$ cat config.mk
export PLATFORM = sky130hd
export DESIGN_NAME = dmem_arbiter
export DESIGN_NICKNAME = d
export VERILOG_FILES = /design/src/rtl/dmem_arbiter_pkg.sv /design/src/rtl/dmem_arb_starve_ctr.sv /design/src/rtl/dmem_arbiter.sv
export SDC_FILE = /design/constraint.sdc
export NUM_CORES = 1
export LEC_CHECK = 0
export ABC_AREA = 1
export CAP_MARGIN = 0
export CORE_AREA = 2 2 108 110
export CTS_BUF_LIST = sky130_fd_sc_hd__clkbuf_8
export CTS_CLUSTER_SIZE = 16
export DETAILED_ROUTE_END_ITERATION = 8
export DIE_AREA = 0 0 110 112
export MAX_ROUTING_LAYER = met4
export PLACE_DENSITY = 0.65
export SLEW_MARGIN = 20
export SYNTH_ARGS = -nofsm -noshare
export SYNTH_HDL_FRONTEND = slang
export SYNTH_SLANG_ARGS = --single-unit
$ cat constraint.sdc
create_clock -name clk -period 2.34 [get_ports clk]
set_input_delay 0.468 -clock clk [delete_from_list [all_inputs] [get_ports clk]]
set_output_delay 0.468 -clock clk [all_outputs]
set_load 0.01 [all_outputs]
$ cat src/rtl/dmem_arbiter_pkg.sv
// Shared definitions for the data-memory port arbiter.
// Holds the arbiter state encoding and the default starvation limit.
package dmem_arbiter_pkg;

    typedef enum logic [1:0] {
        IDLE    = 2'd0,
        DBG_ACC = 2'd1,
        DBG_ACK = 2'd2
    } arb_state_e;

    localparam int STARVE_LIMIT_DEF = 8;

endpackage

$ cat src/rtl/dmem_arb_starve_ctr.sv
// Saturating count of IDLE cycles in which debug is blocked by the CPU.
// sat_o asserts once the count equals LIMIT; clr_i has priority.
module dmem_arb_starve_ctr #(
    parameter int LIMIT = 8
) (
    input  logic clk,
    input  logic clrn,
    input  logic inc_i,
    input  logic clr_i,
    output logic sat_o
);

    localparam logic [7:0] LIM = 8'(LIMIT);

    logic [7:0] cnt_q;
    logic [7:0] cnt_d;

    // Clear on grant, otherwise count blocked cycles up to the limit.
    always_comb begin
        cnt_d = cnt_q;
        if (clr_i) begin
            cnt_d = 8'd0;
        end else if (inc_i && (cnt_q != LIM)) begin
            cnt_d = cnt_q + 8'd1;
        end
    end

    // Counter register with synchronous active-low reset.
    always_ff @(posedge clk) begin
        if (!clrn) begin
            cnt_q <= 8'd0;
        end else begin
            cnt_q <= cnt_d;
        end
    end

    assign sat_o = (cnt_q == LIM);

endmodule

$ cat src/rtl/dmem_arbiter.sv
// Shares one data-memory port between the MEM stage and a debug master.
// Optional starvation guard enabled by macro DMEM_ARB_STARVE_EN.
module dmem_arbiter
    import dmem_arbiter_pkg::*;
#(
    parameter int STARVE_LIMIT = STARVE_LIMIT_DEF,
    parameter int A_WIDTH      = 14
) (
    input  logic               clk,
    input  logic               clrn,
    input  logic               cpu_req,
    input  logic               cpu_we,
    input  logic [31:0]        cpu_addr,
    input  logic [31:0]        cpu_wdata,
    output logic [31:0]        cpu_rdata,
    output logic               cpu_stall,
    input  logic               dbg_req,
    input  logic               dbg_we,
    input  logic [31:0]        dbg_addr,
    input  logic [31:0]        dbg_wdata,
    output logic [31:0]        dbg_rdata,
    output logic               dbg_ack,
    output logic               mem_cs,
    output logic               mem_we,
    output logic [A_WIDTH-1:0] mem_addr,
    output logic [31:0]        mem_wdata,
    input  logic [31:0]        mem_rdata
);

    arb_state_e  state_q;
    arb_state_e  state_d;
    logic [31:0] dbg_rdata_q;
    logic        starve_hit;
    logic        unused_addr;

    assign unused_addr = ^{cpu_addr[31:A_WIDTH+2], cpu_addr[1:0],
                           dbg_addr[31:A_WIDTH+2], dbg_addr[1:0]};

`ifdef DMEM_ARB_STARVE_EN
    logic ctr_inc;
    logic ctr_clr;

    assign ctr_inc = (state_q == IDLE) && dbg_req && cpu_req;
    assign ctr_clr = (state_q == IDLE) && (state_d == DBG_ACC);

    dmem_arb_starve_ctr #(
        .LIMIT (STARVE_LIMIT)
    ) u_starve_ctr (
        .clk   (clk),
        .clrn  (clrn),
        .inc_i (ctr_inc),
        .clr_i (ctr_clr),
        .sat_o (starve_hit)
    );
`else
    logic unused_lim;

    assign unused_lim = (STARVE_LIMIT > 0);
    assign starve_hit = 1'b0;
`endif

    // Next state: CPU keeps the port unless idle or starvation forces debug.
    always_comb begin
        state_d = state_q;
        case (state_q)
            IDLE: begin
                if (dbg_req && (!cpu_req || starve_hit)) begin
                    state_d = DBG_ACC;
                end
            end
            DBG_ACC: state_d = DBG_ACK;
            DBG_ACK: begin
                if (!dbg_req) begin
                    state_d = IDLE;
                end
            end
            default: state_d = IDLE;
        endcase
    end

    // Port mux: CPU by default, debug during the access cycle, quiet in reset.
    always_comb begin
        mem_cs    = cpu_req;
        mem_we    = cpu_req & cpu_we;
        mem_addr  = cpu_addr[A_WIDTH+1:2];
        mem_wdata = cpu_wdata;
        cpu_rdata = mem_rdata;
        cpu_stall = 1'b0;
        if (state_q == DBG_ACC) begin
            mem_cs    = 1'b1;
            mem_we    = dbg_we;
            mem_addr  = dbg_addr[A_WIDTH+1:2];
            mem_wdata = dbg_wdata;
            cpu_rdata = 32'd0;
            cpu_stall = cpu_req;
        end
        if (!clrn) begin
            mem_cs    = 1'b0;
            mem_we    = 1'b0;
            cpu_stall = 1'b0;
        end
    end

    // State register; reset aborts any debug access in flight.
    always_ff @(posedge clk) begin
        if (!clrn) begin
            state_q <= IDLE;
        end else begin
            state_q <= state_d;
        end
    end

    // Debug read data captured at the end of the access cycle.
    always_ff @(posedge clk) begin
        if (!clrn) begin
            dbg_rdata_q <= 32'd0;
        end else if (state_q == DBG_ACC) begin
            dbg_rdata_q <= mem_rdata;
        end
    end

    assign dbg_rdata = dbg_rdata_q;
    assign dbg_ack   = (state_q == DBG_ACK);

endmodule

==> impl_results.md <==
* Outcome: complete, no violations
* WP data required at between 1500 and 2000 ps
* Post-Route WL at ~9700 µm
* Hold-fix buffers, CTS at 0
* Port Buf Inserts at 243
* Max Cap Violations at 0
* Vias at 3267
* Mapped Cells at 411
* Max Buffers Root-to-Sink at 2
* Grt total ovfl at 0
* RSZ-0062 raised after global routing: yes
* Post-Syn Nets at 577
* P&R area growth vs syn at 127%
* Slew @ Worst Pin at ~350 ps
* Setup-failing EPs final at 0
* Gr usage total at 0.145
* Util after Layout at 0.448
* TritonCTS Buffers at 5
* Fin crit period at about 2300 ps
* Vias per inst at 4.13
* CTS sink count at 34
* Pin count of the biggest net entering global routing at 41
* Power density cells at ~370 mW/mm²
* Antenna violations before repair at 0
* Fin. max-slew vios at 0
* Share of cells above drive strength 1 at 0.0431
* First-pass GRT wire length at 13800 µm
* Max Clock Skew at between 4 and 5 ps
* I/O pin count at 280
* Fin. Hold Viols at 0
* Path category of the worst min-delay check: register to register
* # DRC at 0
* Max frequency at roughly 440 MHz
* Die span in x at 110 µm
* Syn Area/Cell at between 5 and 6 µm²
* Peak VDD IR at roughly 150 µV
* Rel. slew slack at 0.764
* Total Power at 1.87 mW
* Setup Crit Path Kind: register to output pin
* Clk pin slew, worst setup/hold paths at 70 ps
* Nets at ~800
* Nature of the critical path startpoint: register
* GP Congestion at 0.805
* Sequential fraction of the synthesis area at 0.308
* DR WL/cell at 12.3 µm
* First-pass detailed-route iteration total at 4
* Vias in the first global route at 2946
* Core area at between 0.01 and 0.015 mm²
* Post-synth cell types at 13
* Post-Synthesis Cell Area at about 0.0022 mm²
* Leakage Power at 2.41 nW
* Initial core utilization at 0.198
* Number of DRC markers in iteration 0 at 113
* Final period util at 0.977
* # diodes at 0
* CP Max Fanout at 19
* H-Tree Depth at 2
* Die outline height at about 110 µm
* Synth Warn # at 0
* Data arrival, critical path at 1820 ps
* # rows at 39
* Root Driver: clkbuf_8
* Number of antenna-violating nets in the routed design at 0
* Clock Latency Late Sink at about 280 ps
* CTS tree: yes
* Crit end category: output pin
* Register bit total from synthesis at 34
* Die area at 0.0123 mm²
* HPWL after DPL at 7800 µm
## cells in the final DEF, fill, tap and decap left out
cell,instances
a21oi_1,2
buf_12,5
buf_4,7
buf_6,1
clkbuf_16,2
clkbuf_8,6
clkdlybuf4s50_1,224
clkinv_2,1
dfxtp_1,32
dfxtp_2,1
dfxtp_4,1
dlygate4sd2_1,4
dlymetal6s2s_1,15
inv_1,35
inv_2,2
nand2_1,174
nand2_4,1
nand3_1,34
nor2_1,100
nor2_4,1
nor3_1,1
## what timing repair did
item | 4_1_cts | 5_1_grt
hold endpoints to repair | 0 | 0
resized for setup | 7 | 19
pin swaps | 0 | 1
cloned | 0 | 3
endpoints found under the setup margin | 41 | 36
setup buffers | 0 | 2
## worst max-delay path: stages (launching register included)
cell and delay [ps]:
dfxtp_4 370, inv_2 60, nor2_4 130, buf_12 140, buf_12 140, nand2_1 100
nand2_1 70, clkdlybuf4s50_1 530
## synthesized netlist by cell type, drive strengths merged
master,n,area (µm²)
nand2,175,657
nor2,101,382
inv,36,135
dfxtp,34,681
nand3,34,170
buf,24,154
clkbuf,4,15.0
a21oi,2,10.0
nor3,1,5.00
## area by class of cell
type,instances,area [µm²]
inverter,36,135
tap,143,179
timing repair buffer,258,2680
fill,1129,6170
clock inverter,2,8.76
sequential,34,686
clock buffer,6,82.6
multi-input combinational,313,1240
## per-layer routing
layer	global-route usage	up-vias	share of wire
li1	-	1682	-
met1	0.153	1434	0.39
met2	0.270	143	0.53
met3	0.0240	8	0.067
met4	0.0430	0	0.014
met5	-	-	0
## report_power, final
group | internal, mW | switching, mW
Sequential | 0.609 | 0.0160
Clock | 0.233 | 0.202
Combinational | 0.494 | 0.311
## flip-flops by register name, summed over array words and instances, names as in the netlist
register   flops
dbg_rdata     32
state_q        2
## through the flow
step | setup WS, ps | TNS, ps | cell area [µm²] | hold WS [ps] | cells
after floorplan | 748 | 0 | 2210 | 491 | 411
final | 53.1 | 0 | 5010 | 480 | 792
after CTS | 0.183 | 0 | 4860 | 488 | 787
after detailed placement | -114 | -115 | 4770 | 473 | 779
after global placement | -66.8 | -85.9 | 4770 | 465 | 779
after global routing | -15.2 | -85.5 | 5010 | 507 | 792
## logic make-up after synthesis
kind of cell | count (synthesis) | synth area share
AO/OA/AOI/OAI | 2 | 0.00453
buffers and inverters | 64 | 0.138
AND/OR/NAND/NOR | 311 | 0.550
flip-flops | 34 | 0.308
## path summary, 6_finish.rpt
kind / from / end / slack [ps] / depth (start not counted)
hold / removal: dbg_rdata[25] / dbg_rdata[25] / 480 / 2
setup / recovery: state_q[0] / mem_wdata[11] / 50 / 7
setup reg to reg: state_q[0] / dbg_rdata[11] / 1070 / 7
hold reg to reg: dbg_rdata[25] / dbg_rdata[25] / 480 / 2
(Power assumes the default switching activity.)
